===== config.mk =====
export PLATFORM = sky130hd
export DESIGN_NAME = spi_eeprom_sequencer
export DESIGN_NICKNAME = d
export VERILOG_FILES = /design/src/rtl/spi_eeprom_sequencer.sv
export SDC_FILE = /design/constraint.sdc
export NUM_CORES = 1
export LEC_CHECK = 0
export ABC_AREA = 1
export CAP_MARGIN = 20
export CORE_AREA = 5 5 120 122
export DETAILED_ROUTE_END_ITERATION = 6
export DIE_AREA = 0 0 125 127
export GPL_ROUTABILITY_DRIVEN = 1
export GPL_TIMING_DRIVEN = 0
export PLACE_DENSITY = 0.77
export SLEW_MARGIN = 20
export SYNTH_ARGS = -nofsm -noshare
export SYNTH_HDL_FRONTEND = slang
export SYNTH_SLANG_ARGS = --single-unit
export TNS_END_PERCENT = 1

===== constraint.sdc =====
create_clock -name ACLK -period 1.8 [get_ports ACLK]
set_input_delay 0.54 -clock ACLK [delete_from_list [all_inputs] [get_ports ACLK]]
set_output_delay 0.54 -clock ACLK [all_outputs]
set_load 0.03 [all_outputs]

===== src/rtl/spi_eeprom_sequencer.sv =====
// SPI EEPROM byte sequencer driving an AXI-Lite SPI peripheral.
// After reset it writes CMD_WORD to the peripheral command register, then
// accepts single-byte read/write requests and turns them into SPI frames
// pushed through the TX FIFO, polling STATUS.BUSY between frames.
// Ports:
//   ACLK, ARESET              clock, synchronous active-high reset
//   req_valid/req_ready       request handshake; req_write/req_addr/req_wdata
//   done/rdata/err            one-cycle completion pulse with read byte / timeout flag
//   AW*/W*                    AXI-Lite write address/data (no B channel)
//   AR*/R*                    AXI-Lite read address/data
module spi_eeprom_sequencer #(
  parameter logic [31:0] BASE_ADDRESS = 32'hFFFF0000,
  parameter logic [31:0] CMD_WORD     = 32'h30000000,
  parameter int unsigned TWC_CYCLES   = 500000,
  parameter int unsigned POLL_LIMIT   = 4096
) (
  input  logic        ACLK,
  input  logic        ARESET,
  input  logic        req_valid,
  output logic        req_ready,
  input  logic        req_write,
  input  logic [15:0] req_addr,
  input  logic [7:0]  req_wdata,
  output logic        done,
  output logic [7:0]  rdata,
  output logic        err,
  output logic        AWVALID,
  input  logic        AWREADY,
  output logic [31:0] AWADDR,
  output logic        WVALID,
  input  logic        WREADY,
  output logic [31:0] WDATA,
  output logic        ARVALID,
  input  logic        ARREADY,
  output logic [31:0] ARADDR,
  input  logic        RVALID,
  output logic        RREADY,
  input  logic [31:0] RDATA
);

  localparam logic [31:0] RX_ADDR     = BASE_ADDRESS;
  localparam logic [31:0] STATUS_ADDR = BASE_ADDRESS + 32'h4;
  localparam logic [31:0] CMD_ADDR    = BASE_ADDRESS + 32'h8;
  localparam logic [31:0] TX_ADDR     = BASE_ADDRESS + 32'hC;

  localparam int unsigned TW = $clog2(TWC_CYCLES + 1);
  localparam int unsigned PW = $clog2(POLL_LIMIT + 1);
  localparam logic [TW-1:0] TWC_LAST  = TW'(TWC_CYCLES - 1);
  localparam logic [PW-1:0] POLL_LAST = PW'(POLL_LIMIT - 1);

  typedef enum logic [3:0] {
    CFG, IDLE, PUSH, POLL_AR, POLL_R, DRAIN_AR, DRAIN_R, TWC, DONE
  } state_t;

  state_t        state;
  logic          wr_busy;    // an AW/W pair has been issued and is not yet complete
  logic          lat_write;
  logic [15:0]   lat_addr;
  logic [7:0]    lat_wdata;
  logic          frame_b;    // write request: 0 = WREN frame, 1 = program frame
  logic [1:0]    byte_idx;
  logic [1:0]    drain_cnt;
  logic [PW-1:0] poll_cnt;
  logic [TW-1:0] twc_cnt;
  logic [7:0]    tx_byte;
  logic          last_byte;
  logic          wr_fire;
  logic          unused_rdata;

  assign unused_rdata = ^RDATA[31:8];

  always_comb begin
    tx_byte = 8'h00;
    case (byte_idx)
      2'd0:    tx_byte = !lat_write ? 8'h03 : (frame_b ? 8'h02 : 8'h06);
      2'd1:    tx_byte = lat_addr[15:8];
      2'd2:    tx_byte = lat_addr[7:0];
      default: tx_byte = lat_write ? lat_wdata : 8'h00;
    endcase
  end

  assign last_byte = (lat_write && !frame_b) || (byte_idx == 2'd3);
  // Both channels are done once each VALID is either already low or being accepted now.
  assign wr_fire   = (!AWVALID || AWREADY) && (!WVALID || WREADY);

  always_ff @(posedge ACLK) begin
    if (ARESET) begin
      state     <= CFG;
      wr_busy   <= 1'b0;
      AWVALID   <= 1'b0;
      WVALID    <= 1'b0;
      ARVALID   <= 1'b0;
      RREADY    <= 1'b0;
      AWADDR    <= '0;
      WDATA     <= '0;
      ARADDR    <= '0;
      req_ready <= 1'b0;
      done      <= 1'b0;
      err       <= 1'b0;
      rdata     <= 8'h00;
      lat_write <= 1'b0;
      lat_addr  <= '0;
      lat_wdata <= '0;
      frame_b   <= 1'b0;
      byte_idx  <= '0;
      drain_cnt <= '0;
      poll_cnt  <= '0;
      twc_cnt   <= '0;
    end else begin
      done <= 1'b0;
      case (state)
        CFG, PUSH: begin
          if (!wr_busy) begin
            AWVALID <= 1'b1;
            WVALID  <= 1'b1;
            AWADDR  <= (state == CFG) ? CMD_ADDR : TX_ADDR;
            WDATA   <= (state == CFG) ? CMD_WORD : {24'h0, tx_byte};
            wr_busy <= 1'b1;
          end else begin
            if (AWREADY) AWVALID <= 1'b0;
            if (WREADY)  WVALID  <= 1'b0;
            if (wr_fire) begin
              wr_busy <= 1'b0;
              if (state == CFG) begin
                state     <= IDLE;
                req_ready <= 1'b1;
              end else if (last_byte) begin
                state    <= POLL_AR;
                poll_cnt <= '0;
              end else begin
                byte_idx <= byte_idx + 2'd1;
              end
            end
          end
        end
        IDLE: begin
          if (req_valid) begin
            lat_write <= req_write;
            lat_addr  <= req_addr;
            lat_wdata <= req_wdata;
            req_ready <= 1'b0;
            frame_b   <= 1'b0;
            byte_idx  <= '0;
            state     <= PUSH;
          end
        end
        POLL_AR, DRAIN_AR: begin
          if (!ARVALID) begin
            ARVALID <= 1'b1;
            ARADDR  <= (state == POLL_AR) ? STATUS_ADDR : RX_ADDR;
          end else if (ARREADY) begin
            ARVALID <= 1'b0;
            RREADY  <= 1'b1;
            state   <= (state == POLL_AR) ? POLL_R : DRAIN_R;
          end
        end
        POLL_R: begin
          if (RVALID) begin
            RREADY   <= 1'b0;
            poll_cnt <= poll_cnt + 1'b1;
            if (!RDATA[0]) begin
              if (!lat_write) begin
                state     <= DRAIN_AR;
                drain_cnt <= '0;
              end else if (!frame_b) begin
                state    <= PUSH;
                frame_b  <= 1'b1;
                byte_idx <= '0;
              end else begin
                state   <= TWC;
                twc_cnt <= '0;
              end
            end else if (poll_cnt == POLL_LAST) begin
              state <= DONE;
              done  <= 1'b1;
              err   <= 1'b1;
            end else begin
              state <= POLL_AR;
            end
          end
        end
        DRAIN_R: begin
          if (RVALID) begin
            RREADY <= 1'b0;
            // Only the byte clocked in during the 4th (data) slot is meaningful.
            if (drain_cnt == 2'd3) begin
              rdata <= RDATA[7:0];
              state <= DONE;
              done  <= 1'b1;
            end else begin
              drain_cnt <= drain_cnt + 2'd1;
              state     <= DRAIN_AR;
            end
          end
        end
        TWC: begin
          if (twc_cnt == TWC_LAST) begin
            state <= DONE;
            done  <= 1'b1;
          end else begin
            twc_cnt <= twc_cnt + 1'b1;
          end
        end
        DONE: begin
          err       <= 1'b0;
          req_ready <= 1'b1;
          state     <= IDLE;
        end
        default: state <= CFG;
      endcase
    end
  end

endmodule


; After elaboration in Yosys (flattened, before gate mapping)
; Cells that the tools add are included.
[word_totals]
register_bits = 178
latchBits = 0
mem_bits_rw = 0
romBits = 0
input_bits = 64
out_inout_bits = 111
wordCells = 186
n_memories = 0
[classes]
n_addsub = 4
mul = 0
div_mod_pow = 0
order_cmp = 0
eq_ne = 39
shift = 0
muxes = 84
bitwise = 2
n_reduce_logical = 36
[op_table]
columns = op, count
row1 = $mux 19, 5
row2 = $mux 13, 5
row3 = $mux 4, 13
row4 = $ne 2x2->1 const B, 23
row5 = $pmux 19 s2, 1
row6 = $mux 2, 15
row7 = $mux 30, 1
row8 = $pmux 4 s7, 1
row9 = $mux 1, 27
row10 = $pmux 13 s2, 1
row11 = $pmux 8 s3, 1
row12 = $add 19x1->19 const B, 1
row13 = $eq 19x19->1 const B, 1
row14 = $mux 3, 6
row15 = $reduce_and 6->1, 3
row16 = $eq 4x3->1 const B, 4
row17 = $add 13x1->13 const B, 1
row18 = $eq 13x12->1 const B, 1
row19 = $reduce_bool 2->1, 6
row20 = $reduce_and 10->1, 1
row21 = $reduce_and 2->1, 5
row22 = $reduce_and 5->1, 2
row23 = $reduce_and 9->1, 1
row24 = $eq 4x2->1 const B, 2
row25 = 22 further kinds, 38

; Logic depth before layout (Yosys ltp)
; Gate-level depths: netlist of run 1.
[depth]
ltp_word = 8
depth_mapped = 11
depth_no_buf = 11

; Worst setup path after synthesis of run 1
; OpenSTA, ideal clock, no wires.
[synth_timing]
kind = register -> register
startpoint = register byte_idx[0]
endpoint = register poll_cnt[0]
setup_ns = 0.132
arrival_time_ns = 1.527
t_required_ns = 1.668
path_slack_ns = 0.140
stages_incl_launch_ff = 11
path_buffers = 2
period_less_slack_ns = 1.660
path_cell_list = dfxtp_1 > ha_1 > clkbuf_2 > clkinv_1 > nand2_1 > o21ai_2 > nor2_1 > nand2_2 > buf_4 > nand2_1 > a21oi_1
[synth_between]
elab_chain_len = 4
[synth_rtl]
columns = element, line
row1 = "start, declared", 61  ; logic [1:0] byte_idx;
row2 = "start signal, assigned", 131  ; byte_idx <= byte_idx + 2'd1;
row3 = $eq 2x2->1, 82  ; assign last_byte = (lat_write && !frame_b) || (byte_idx == 2'd3);
row4 = $logic_or 1x1->1, 82
row5 = $ne 2x2->1 (no line), n/a
row6 = $reduce_and 6->1 (no line), n/a
row7 = "end signal, assigned", 160  ; poll_cnt <= poll_cnt + 1'b1;
row8 = "end, declared", 63  ; logic [PW-1:0] poll_cnt;
; No other way between the ends.
; A chain may end at the register's enable or synchronous reset.

; Worst setup path in the final report of run 1
[layout_timing]
startpoint = input port RDATA[0]
endpoint = register twc_cnt[8]
[layout_between]
elab_chain_len = 2
[layout_rtl]
columns = element, line
row1 = "start, declared", 38  ; input logic [31:0] RDATA
row2 = $ne 2x2->1 (no line), n/a
row3 = $reduce_and 6->1 (no line), n/a
row4 = "end signal, assigned", 201  ; twc_cnt <= twc_cnt + 1'b1;
row5 = "end, declared", 64  ; logic [TW-1:0] twc_cnt;
; No other way between the ends.

==> flow_results.org, run 1 <==
** Worst setup path
- CP startpoint kind :: input pin
- Slowest stage cell on the critical path :: sky130_fd_sc_hd__clkdlybuf4s50_1
- For this run, the slowest stage of the critical path takes 0.56 ns.
- Required time reported for the critical path endpoint :: slightly above 2 ns
- Stages on the worst setup path :: 8
- Critical Setup Path Class :: in -> reg
- At the worst endpoint, the arrival time is ~2 ns.
- Gate family responsible for the most delay along the worst path :: buffers and inverters
- Flop-to-flop setup slack :: ~0.060 ns
- Largest fanout of any net on the critical path :: 10
- Counting both buffers and inverters, the worst setup path holds a total of 3.
- The critical path starts at RDATA[0].
- In this run the critical register-to-register path is captured at poll_cnt[5]$_SDFFE_PP0P_.
- Critical Path End :: twc_cnt[8]$_SDFFE_PP0P_
- STA classifies the critical path endpoint as a flop.
- The critical path goes through clkdlybuf4s50_1, inv_1, a31oi_4, nor2_4, nand2_4, buf_6, nand2_1, a21oi_1.
- The worst register-to-register path begins at byte_idx[0]$_SDFFE_PP0P_.
- Cells on worst reg2reg path :: 10

** Final layout
- At the end of the flow, the number of nets in the layout was 1061.
- Sequential standard cell area :: ~1900 sq um
- Share of post-route cells with drive strength above 1 :: between 20% and 30%
- After routing the design area is 7260 sq um.
- Diode count :: 0
- After the flow finishes, the layout carries non-filler instances totaling between 1000 and 1500.
- Fillers :: about 1300
- Multi-input gate area in the final layout :: approximately 2900 sq um
- Compared with the post-synthesis result, the final layout area differs by 31.7%.

** Power and ir drop
- Clock group share of total power :: a little under a quarter
- Power per standard cell area :: 1090 nW/um^2
- Internal power summed over all cells :: roughly 4.7 mW
- Registers are responsible for approximately a third of the overall power.
- Summed over all nets, the switching power comes to about 3.2 mW.
- Of the total power, combinational logic draws a little over two fifths.
- Switching fraction of total power :: between 40 and 50%
- The worst-case IR drop observed on VDD is ~870 uV.
- Summed over all cells, the static leakage comes to ~3.3 nW.

** Synthesis
- After technology mapping, the gate count stands at roughly 800.
- Flip-flop and latch count after synthesis :: 95
- Cell variety after synth :: 42
- Synthesized area per cell :: ~6.7 sq um
- Warnings from Yosys :: 0
- Total standard cell area after synthesis :: approximately 5500 sq um
- Proportion of synthesized chip area in sequential cells :: between 30% and 40%

** GRT
- The initial antenna violation count is 0.
- Vias in the first global route :: ~5000
- Entering global routing, the biggest net connects 19 pins.
- First-pass GRT wire length :: 23400 um
- Total overflow reported by the global router :: 0
- In the global route stage, overall resource usage came out at between 10% and 20%.

** Clocking
- Buffer levels on the longest clock path :: 2
- TritonCTS buffer count :: 9
- Num Clock Sinks :: 95
- After clock tree synthesis, the flow added hold-fix buffers numbering 0.
- TritonCTS built the clock tree.
- Clk slew on worst S/H paths :: 0.07 ns
- Count of H-tree levels built during CTS :: 3
- Clock root buffer master :: sky130_fd_sc_hd__clkbuf_16
- Clk_lat worst skew :: about 0.34 ns

** Placed design
- Worst setup slack after placement :: -0.551 ns
- Placed Instance Area :: ~7000 sq um
- Last weighted congestion value of the routability-driven placer :: around 0.92
- Count of input and output buffers :: 98
- Once placement completed, the tool counted placed cells totaling around 1100.
- Detailed-placement wirelength estimate :: between 10000 and 15000 um

** Route
- After detailed routing, the met3 layer carries 1100 um of wire.
- After detailed routing, the average wire length per cell comes to roughly 12 um.
- The first detailed-routing pass ran for 5 iterations.
- In this run the top signal layer used is met4.
- For this run, design rule violations remaining after detail routing come to 0.
- In this run the remaining antenna-violating nets after routing total 0.
- Dividing the detail-routed via count by the number of cells gives 4.63.
- Met2 WL post-DR :: 6400 um
- Iteration-0 DRC Markers :: around 320
- Total Wirelength :: ~14000 um
- Total routed wire length on the met1 layer :: between 6000 and 7000 um
- Detailed routing inserted a total of 5420 vias.

** Run status
- Status :: finished, final reports clean

** Worst hold path
- The worst hold path begins at rdata[7]$_SDFFE_PP0P_.
- Hold WC Path Type :: reg -> reg

** STA
- Measured against its own limit, the worst slew margin works out to between 60% and 70%.
- Setup violation total in the final timing report :: 0
- At the pin with the least slew margin, the transition time is between 0.5 and 0.6 ns.
- Hold timing on the final database bottoms out at a slack of ~0.44 ns.
- The worst path uses a little over nine tenths of the clock period.
- Timing-limited maximum frequency :: 0.572 GHz
- The final number of max-transition violations came to 0.
- Final hold violation count :: 0
- Setup repair after global routing could not meet its margin everywhere.
- The clock period could shrink to about 1.7 ns.
- Min setup slack post-route :: 0.0526 ns
- On the final layout, the worst clock skew is about 0.0075 ns.

** Floorplanning
- Measured along the y axis, the die boundary spans 127 um.
- Pin placement for this block handled 175 I/O pins.
- Number of rows created at floorplan :: 42
- Core area :: between 10000 and 15000 sq um
- The floorplan step defined a die boundary enclosing ~16000 sq um.
- Once the floorplan was initialized, standard cells occupied a little over two fifths of the core.
- From left edge to right edge, the die measures about 130 um.

** Job
- Max-capacitance violation count :: 0
metal layers:
layer  up-vias  GRT usage, %
met4         0          4.85
met2       208          28.0
met1      2356          23.1
met3        14          4.67
li1       2842             -
met5         -             0
cell type report:
| type | instances | share of cell area [%] |
|---|---|---|
| timing repair buffer | 106 | 12.8 |
| tap | 176 | 3.03 |
| clock inverter | 4 | 0.396 |
| clock buffer | 12 | 3.53 |
| buffer | 107 | 10.4 |
| multi-input combinational | 592 | 39.3 |
| inverter | 79 | 4.20 |
| sequential | 95 | 26.4 |
state kept, by name, indices dropped and copies added, names as in the netlist, 4 cells and up:
register / cells
WDATA: 9
lat_addr: 16
lat_wdata: 8
poll_cnt: 13
rdata: 8
state: 4
twc_cnt: 19
placed cells by master (no fill, tap or decap), types with 3 or more instances in the layout:
cell,n
sky130_fd_sc_hd__a21oi_1,62
sky130_fd_sc_hd__a31oi_1,4
sky130_fd_sc_hd__a32oi_1,5
sky130_fd_sc_hd__buf_4,124
sky130_fd_sc_hd__buf_6,3
sky130_fd_sc_hd__clkbuf_1,14
sky130_fd_sc_hd__clkbuf_16,9
sky130_fd_sc_hd__clkdlybuf4s50_1,37
sky130_fd_sc_hd__clkinvlp_4,3
sky130_fd_sc_hd__conb_1,51
sky130_fd_sc_hd__dfxtp_1,87
sky130_fd_sc_hd__dfxtp_2,6
sky130_fd_sc_hd__dlygate4sd2_1,27
sky130_fd_sc_hd__ha_1,7
sky130_fd_sc_hd__inv_1,72
sky130_fd_sc_hd__inv_2,5
sky130_fd_sc_hd__nand2_1,167
sky130_fd_sc_hd__nand2_2,9
sky130_fd_sc_hd__nand2_4,4
sky130_fd_sc_hd__nand3_1,58
sky130_fd_sc_hd__nand4_1,11
sky130_fd_sc_hd__nor2_1,118
sky130_fd_sc_hd__nor2_2,7
sky130_fd_sc_hd__nor2_4,6
sky130_fd_sc_hd__nor3_1,8
sky130_fd_sc_hd__o21ai_0,43
sky130_fd_sc_hd__o21ai_1,3
sky130_fd_sc_hd__xor2_1,5
worst reg2reg max path, cell delays in order (launching register included):
cell and delay [ns]:
sky130_fd_sc_hd__dfxtp_1 0.34, sky130_fd_sc_hd__ha_1 0.20, sky130_fd_sc_hd__clkbuf_4 0.18, sky130_fd_sc_hd__clkinv_4 0.10, sky130_fd_sc_hd__nand2_2 0.10, sky130_fd_sc_hd__o21ai_4 0.18, sky130_fd_sc_hd__nor2_1 0.07, sky130_fd_sc_hd__nand2_2 0.11
sky130_fd_sc_hd__buf_6 0.16, sky130_fd_sc_hd__nand2_1 0.09, sky130_fd_sc_hd__a21oi_2 0.15
worst min path at each step:
stage                                      to  cells past startpoint
floorplan           lat_wdata[4]$_SDFFE_PP0P_                      2
global route            rdata[7]$_SDFFE_PP0P_                      2
detailed placement      rdata[5]$_SDFFE_PP0P_                      2
global placement        rdata[0]$_SDFFE_PP0P_                      2
CTS                     rdata[0]$_SDFFE_PP0P_                      2
finish                  rdata[7]$_SDFFE_PP0P_                      2
through the flow:
stage	TNS [ns]	power, mW	utilization [%]
floorplan	0	4.99	-
global placement	-30.11	6.01	52.8
detailed placement	-31.21	6.03	52.8
CTS	-0.128	7.78	54.3
global route	-0.623	8.36	55.5
finish	0	7.88	55.5
cell usage after synthesis (all sizes together):
cell type    n  area share (%)
nand3       61             5.6
a211oi       2            0.36
nand3b       2            0.27
nand4       11             1.2
ha           7             1.6
o21ai       48             4.4
buf         90              12
a21o         1            0.14
clkbuf      17             1.2
xor2         5            0.79
nor2       131             9.7
xnor2        1            0.16
clkinv       1           0.068
o211ai       1            0.14
o21a         2            0.27
nor3b        2            0.27
or2          2            0.23
a21oi       64             5.8
o21bai       1            0.14
a22oi        1            0.14
a32oi        5            0.79
dfxtp       95              34
nor3         9             1.0
nand2      180              13
inv         78             5.3
a31oi        5            0.68
conb         1           0.068
power by group through the flow:
stage | clock [mW] | combinational [mW] | sequential, mW
finish | 1.84 | 3.43 | 2.62
detailed placement | 0 | 3.39 | 2.65
global route | 1.95 | 3.74 | 2.67
global placement | 0 | 3.37 | 2.64
floorplan | 0 | 2.25 | 2.74
CTS | 1.86 | 3.31 | 2.61
cells by family (layout without fill, tap and decap cells):
kind of cell	Yosys count	in the layout	share of synthesized area, %
fa+ha+maj	7	7	1.59
simple gates	398	398	31.3
xor+xnor	6	6	0.953
other cells	1	51	0.0680
compound gates	130	130	12.9
buf+inv	186	308	18.7
flops	95	95	34.5
timing repair:
item / 4_1_cts / 5_1_grt
pin swaps: 0 / 6
endpoints found under the setup margin: 110 / 76
gates resized for setup: 105 / 36
buffers inserted: 0 / 8
Power figures use the tool's default switching activity.
==> run 2, diff against run 1 <==
--- a/config.mk
+++ b/config.mk
@@ -6,6 +6,7 @@
 export NUM_CORES = 1
 export LEC_CHECK = 0
 export ABC_AREA = 1
+export ABC_CLOCK_PERIOD_IN_PS = 1800
 export CAP_MARGIN = 20
 export CORE_AREA = 5 5 120 122
 export DETAILED_ROUTE_END_ITERATION = 6
@@ -17,4 +18,4 @@
 export SYNTH_ARGS = -nofsm -noshare
 export SYNTH_HDL_FRONTEND = slang
 export SYNTH_SLANG_ARGS = --single-unit
-export TNS_END_PERCENT = 1
+export TNS_END_PERCENT = 20
==> run 2 against run 1 <==
Net effect: utilization increased by 0.68 points; combinational power increased by 2%; non-clock buffer count increased by 6; cell count increased by 0.51%; sequential power about the same; clock skew about the same; sequential cell count unchanged; final area increased by 1.2%; power increased by 0.73%; die area unchanged; critical path type is now reg -> out; largest power group unchanged.
==> flow_results.org, run 2 (synthesis gave the netlist of run 1 again) <==
** STA
- Setup repair after global routing could not meet its margin everywhere.
- For the final routed database, the setup TNS stands at 0 ns.
- Period utilisation layout :: a little over nine tenths
- The number of endpoints with negative hold slack in the final report came to 0.
- Timing-limited maximum frequency :: roughly 0.57 GHz
- Min setup slack post-route :: ~0.051 ns
- At the pin with the least slew margin, the transition time is between 0.5 and 0.6 ns.
- For the finished layout, the period the worst path requires is between 1.5 and 2 ns.
- Final slew viol count :: 0
- Headroom to the max-slew limit came out at 63.6%.
- Setup violations remaining at the end of the flow were counted as 0.
- Clk_skew :: 0.00785 ns

** Route
- For this block, the initial DRC count from the detailed router was about 280.
- Antenna violation net count after detailed routing :: 0
- The final route contains between 5000 and 6000 vias.
- In the final routed layout, each cell accounts on average for 12.3 um.
- After detailed routing, the total wire length is 14500 um.
- After detailed routing, the number of remaining DRC violations is 0.
- First-pass detailed-route iteration total :: 5
- In the routed layout, each cell is associated on average with a via count of 4.70.

** GRT
- Overall routing resource usage :: roughly 17%
- The via count of the first global-routing pass came to roughly 5000.
- Antenna violations before repair :: 0
- The first global-routing pass estimated about 23000 um of wire.
- Total overflow reported by the global router :: 0
- Entering global routing, the biggest net connects 19 pins.

** Worst setup path
- Of all nets on the critical path, the largest fanout is 18.
- The critical path in this run is classified as reg -> out.
- The worst setup path is captured at an output pin.
- At the worst endpoint, the required time is approximately 1.3 ns.
- Gate family responsible for the most delay along the worst path :: flip-flops
- The largest individual stage delay along the critical path comes from the cell sky130_fd_sc_hd__dfxtp_4.
- Worst stage delay on the critical path :: around 0.45 ns
- The worst setup path is launched from a flop.
- CP Cell Sequence :: dlygate4sd2_1
- Cells on worst reg2reg path :: 10
- Stages on the worst setup path :: 1
- Critical Path AT :: between 1 and 1.5 ns
- CP bufs+invs :: 1

** Final layout
- Flip-flop count of the largest register, all copies and words added :: 19
- Registers with the most flip-flops :: twc_cnt: 19 flops, lat_addr: 16 flops, poll_cnt: 13 flops
- After filler insertion, the fill cell instance count of the layout stands at between 1000 and 1500.
- twc_cnt holds more flip-flops than any other register.
- Leaving out fill and tap cells, the most frequent cell in the layout is sky130_fd_sc_hd__nand2_1.
- In the final layout, the share of cells above drive strength 1 is 21.4%.
- Summing all multi-input logic gate instances after layout gives about 2900 sq um.
- Sequential standard cell area :: 1920 sq um
- Compared with the post-synthesis result, the final layout area differs by 33.4%.
- The top cell types in the final layout, fill and taps aside, are sky130_fd_sc_hd__nand2_1 (164), sky130_fd_sc_hd__buf_4 (122), sky130_fd_sc_hd__nor2_1 (118).
- The net count of the finished layout is between 1000 and 1500.
- Diode count :: 0

** Floorplanning
- From bottom edge to top edge, the die measures 127 um.
- Number of rows created at floorplan :: 42
- Die Footprint :: 15900 sq um
- The core region is roughly 13000 sq um.
- Starting density of the core :: 42.1%
- # IOs :: 175
- Die Width :: 125 um

** Clocking
- Clk slew on worst S/H paths :: 0.06 ns
- For this design, the sink count on the clock tree is 95.
- Cts-stage hold buffer count :: 0
- Clock root buffer master :: sky130_fd_sc_hd__clkbuf_16
- CTS built an H-tree with a depth of 3.
- TritonCTS buffer count :: 9
- No sink is reached through more buffers than the 2 on the longest clock path.
- Clk_lat worst skew :: approximately 0.34 ns
- TritonCTS built the clock tree.

** Placed design
- Timing analysis after detailed placement gives a worst setup slack of -0.551 ns.
- Count of input and output buffers :: 98
- Last weighted congestion value of the routability-driven placer :: slightly above 0.9
- Detailed placement finished with a half-perimeter wire length of ~11000 um.

** Power and ir drop
- Across the VDD grid, the largest voltage drop is about 760 uV.
- Power per standard cell area :: around 1100 nW/um^2
- Static leakage :: approximately 3.3 nW
- Total power consumption of the routed design :: between 7 and 8 mW

** Worst hold path
- Number of stages on the worst hold path :: 2
- Hold WC Path Type :: reg -> reg

** Run status
- The run finished with clean final reports.

** Job
- Max-capacitance violation count :: 0
run 2: what timing repair did:
item / 4_1_cts / 5_1_grt
gates resized for setup: 126 / 64
cloned: 0 / 2
setup endpoints to repair: 110 / 90
pin swaps: 0 / 9
setup buffers: 0 / 12
run 2: power breakdown:
part           internal (mW)  switching [mW]
Sequential              2.38           0.237
Clock                   1.02           0.817
Combinational           1.33            2.16
Total                   4.73            3.21
run 2: cell type report:
cell class              count  area share, %
well taps                 176           2.99
multi-input cells         592           39.0
clock inverters             4          0.391
clock buffers              12           3.49
repair buffers            112           13.5
flip-flops and latches     95           26.2
inverters                  79           4.19
plain buffers             107           10.3
run 2: per-stage QoR:
| step | instances | area (sq um) | hold WS [ns] | utilization (%) |
|---|---|---|---|---|
| 3_5_place_dp | 1147 | 6900 | 0.438 | 52.8 |
| 4_1_cts | 1163 | 7180 | 0.445 | 54.9 |
| 5_1_grt | 1177 | 7350 | 0.458 | 56.2 |
| 2_1_floorplan | 873 | 5700 | 0.424 | - |
| 3_3_place_gp | 1147 | 6900 | 0.432 | 52.8 |
| 6_report | 1177 | 7350 | 0.442 | 56.2 |
run 2: routing by layer:
layer	vias to the layer above	wire (um)	global-route usage, %
met4	0	210	4.85
met5	-	0	0
met3	18	1300	5.18
met1	2405	6470	22.6
met2	243	6530	28.3
li1	2864	-	-
run 2: worst paths after layout:
check / slack (ns) / start / endpoint
min reg2reg: 0.44 / rdata[7]$_SDFFE_PP0P_ / rdata[7]$_SDFFE_PP0P_
min: 0.44 / rdata[7]$_SDFFE_PP0P_ / rdata[7]$_SDFFE_PP0P_
max: 0.05 / AWADDR[30]$_SDFFE_PP0P_ / AWADDR[3]
max reg2reg: 0.11 / byte_idx[0]$_SDFFE_PP0P_ / poll_cnt[8]$_SDFFE_PP0P_
==> run 3, diff against run 2 <==
--- a/config.mk
+++ b/config.mk
@@ -6,7 +6,7 @@
 export NUM_CORES = 1
 export LEC_CHECK = 0
 export ABC_AREA = 1
-export ABC_CLOCK_PERIOD_IN_PS = 1800
+export ABC_CLOCK_PERIOD_IN_PS = 1500
 export CAP_MARGIN = 20
 export CORE_AREA = 5 5 120 122
 export DETAILED_ROUTE_END_ITERATION = 6
==> constraint.sdc (replaced) <==
create_clock -name ACLK -period 1.5 [get_ports ACLK]
set_input_delay 0.45 -clock ACLK [delete_from_list [all_inputs] [get_ports ACLK]]
set_output_delay 0.45 -clock ACLK [all_outputs]
set_load 0.03 [all_outputs]
==> run 3 against run 2 <==
Net effect: the flow now finishes with violations (negative setup slack); register-to-register slack worse by 0.26 ns; cell count up 1.4%; sequential share of layout area down 2.0 points; sequential power up 20%; highest routed layer unchanged; largest cell class unchanged; worst setup slack worse by 0.20 ns; clock-buffer cell count down 2; combinational power up 49%; critical path depth up 8; clock power up 32%; utilization up 4.9 points.
==> flow_results.org, run 3 (synthesis gave the netlist of run 1 again) <==
** Floorplanning
- Number of rows created at floorplan :: 42
- The die is 125 um wide.
- # IOs :: about 180
- The die covers around 16000 sq um.
- The core region is ~13000 sq um.
- Vertical die dimension :: ~130 um
- Starting density of the core :: 42.1%

** Route
- After detailed routing, the total wire length is ~16000 um.
- Via total after detailed routing :: roughly 5800
- First-pass detailed-route iteration total :: 5
- Using the TritonRoute via totals, the vias-per-cell ratio works out to between 4 and 5.
- Antenna violation net count after detailed routing :: 0
- Routed length per placed instance :: approximately 13 um
- Iteration-0 DRC Markers :: 360
- DRC violations left :: 0

** Job
- Max-capacitance violation count :: 0

** STA
- Final slew viol count :: 0
- Derived from the worst setup path, the maximum achievable clock frequency is 0.605 GHz.
- Clock skew on the completed layout was measured at 0.00812 ns.
- RSZ-0062 raised after global routing :: yes
- Headroom to the max-slew limit came out at approximately three fifths.
- The number of endpoints with negative hold slack in the final report is 0.
- After layout, the worst path uses 110% of the clock period.
- Min setup slack post-route :: -0.153 ns
- The smallest clock period supported by the final layout is computed as approximately 1.7 ns.
- Worst hold-check slack :: 0.444 ns
- At the pin with the least slew margin, the transition time is slightly above 0.6 ns.
- Setup violation total in the final timing report :: 84

** Final layout
- Commonest non-fill, non-tap cell in the layout :: sky130_fd_sc_hd__nand2_1
- Fillers :: 1106
- Final nets :: 1085
- Most flops, register :: twc_cnt
- The register with the most flip-flops in the layout has 19 of them.
- The area growth from synthesis to layout is 44.9%.
- Registers with the most flip-flops :: twc_cnt: 19 flops, lat_addr: 16 flops, poll_cnt: 13 flops
- Most used cells in the layout excluding fill and tap cells :: sky130_fd_sc_hd__nand2_1 (157), sky130_fd_sc_hd__nor2_1 (107), sky130_fd_sc_hd__dfxtp_1 (81), sky130_fd_sc_hd__buf_4 (81), sky130_fd_sc_hd__inv_1 (69)
- Share of post-route cells with drive strength above 1 :: between 20 and 30%
- The number of antenna diodes in the final layout is 0.
- The sequential cells in the finished layout cover a total of just under 2000 sq um.
- Multi-input gate area in the final layout :: slightly above 3000 sq um

** Worst setup path
- Walking the worst path, the cells encountered are nor2_4, nand2_4, nand2_4, nand2_4, nor3_4, buf_6, nor2_4, nor2_2, nor2_1.
- STA classifies the critical path endpoint as a flop.
- The cell that appears most often on the critical path is sky130_fd_sc_hd__nand2_4.
- Critical Setup Path Class :: reg -> reg
- Required time reported for the critical path endpoint :: roughly 1.7 ns
- Gate family responsible for the most delay along the worst path :: simple AND/OR/NAND/NOR gates
- Along the worst path, the maximum fanout reaches 6.
- CP bufs+invs :: 1
- Data on the critical path arrives at its endpoint at 1.86 ns.
- Slowest stage cell on the critical path :: sky130_fd_sc_hd__dfxtp_4
- CP startpoint kind :: flop
- The largest single stage delay on the critical path is approximately 0.38 ns.

** Clocking
- Cts-stage hold buffer count :: 0
- In this run, CTS created clock tree buffers numbering 9.
- The tree built by TritonCTS fans out to 95 sinks.
- No sink is reached through more buffers than the 2 on the longest clock path.
- TritonCTS built the clock tree.
- Clk_lat worst skew :: around 0.34 ns
- Clk slew on worst S/H paths :: 0.07 ns
- The H-tree generated during clock tree synthesis spans 3 levels.
- The cell sitting at the root of the clock tree is a sky130_fd_sc_hd__clkbuf_16.

** GRT
- The initial antenna violation count is 0.
- The first global-routing pass estimated 24800 um of wire.
- Across every metal layer, demand over resource in global routing totals around a fifth.
- Maximum number of pins on one net before global-route repair :: 15
- Vias in the first global route :: 5144
- Summed over all layers, the global routing overflow is 0.

** Power and ir drop
- Summed over all cells, the static leakage comes to around 3.5 nW.
- Total power consumption of the routed design :: around 11 mW
- Power spread over the standard cell area amounts to around 1300 nW/um^2.
- The worst-case IR drop observed on VDD is between 1000 and 1500 uV.

** Run status
- Status :: complete, but fails checks
- Failing checks :: negative setup slack

** Placed design
- Count of input and output buffers :: between 90 and 100
- Last weighted congestion value of the routability-driven placer :: 0.929
- Detailed-placement wirelength estimate :: about 11000 um

** Worst hold path
- Hold WC Path Type :: reg -> reg
run 3: changes by cell type in the layout (fill, tap and decap cells not counted), moves of 4 or more:
cell	previous run	this run
sky130_fd_sc_hd__buf_2	4	8
sky130_fd_sc_hd__buf_4	122	81
sky130_fd_sc_hd__buf_6	4	68
sky130_fd_sc_hd__buf_8	0	4
sky130_fd_sc_hd__clkdlybuf4s15_2	6	20
sky130_fd_sc_hd__dlygate4sd2_1	28	0
sky130_fd_sc_hd__nand2_1	164	157
sky130_fd_sc_hd__nor2_1	118	107
sky130_fd_sc_hd__nor2_2	7	13
sky130_fd_sc_hd__nor2_4	6	11
run 3: what timing repair did:
| action | 4_1_cts | 5_1_grt |
|---|---|---|
| pin swaps | 11 | 19 |
| gates resized for setup | 399 | 70 |
| gates cloned | 3 | 0 |
| buffers inserted | 15 | 14 |
| setup endpoints to repair | 149 | 120 |
run 3: worst paths after layout:
check / depth (start not counted) / from / endpoint / slack (ns)
worst min register to register: 2 / rdata[2]$_SDFFE_PP0P_ / rdata[2]$_SDFFE_PP0P_ / 0.44
worst max-delay path: 9 / state[3]$_SDFFE_PP0P_ / poll_cnt[12]$_SDFFE_PP0P_ / -0.15
worst min-delay path: 2 / rdata[2]$_SDFFE_PP0P_ / rdata[2]$_SDFFE_PP0P_ / 0.44
worst max register to register: 9 / state[3]$_SDFFE_PP0P_ / poll_cnt[12]$_SDFFE_PP0P_ / -0.15
run 3: per-stage QoR:
step	TNS, ns	setup slack [ns]	instance area [sq um]	cells	utilization (%)
2_1_floorplan	-0.146	-0.0169	5740	873	-
5_1_grt	-12.05	-0.252	7990	1193	61.1
6_report	-5.45	-0.153	7990	1193	61.1
3_5_place_dp	-53.86	-0.728	6940	1147	53.0
4_1_cts	-5.65	-0.124	7720	1179	59.0
3_3_place_gp	-54.13	-0.753	6940	1147	53.0
run 3: worst min-delay path, delay by kind of cell (launching register included):
kind / cells / cell delay (ns)
buffers and inverters: 1 / 0.04
AOI/OAI and AO/OA: 1 / 0.05
DFF: 1 / 0.31
run 3: cell type report:
type | count | area share (%)
multi-input cells | 592 | 38.0
flip-flops and latches | 95 | 24.2
repair buffers | 130 | 16.2
plain buffers | 107 | 11.1
inverters | 79 | 3.96
clock buffers | 10 | 2.87
well taps | 176 | 2.76
clock inverters | 4 | 0.908
run 3: metal layers:
layer,vias to the layer above,GRT usage (%),wire (um)
met5,-,0,0
met4,0,6.76,235
met3,24,3.38,1420
met2,305,31.6,7740
met1,2531,24.2,6670
li1,2895,-,-
run 3: report_power, final:
| part | leakage [nW] | switching, mW | internal (mW) |
|---|---|---|---|
| Combinational | 2.53 | 2.98 | 2.23 |
| Sequential | 0.778 | 0.277 | 2.87 |
| Clock | 0.144 | 0.973 | 1.44 |
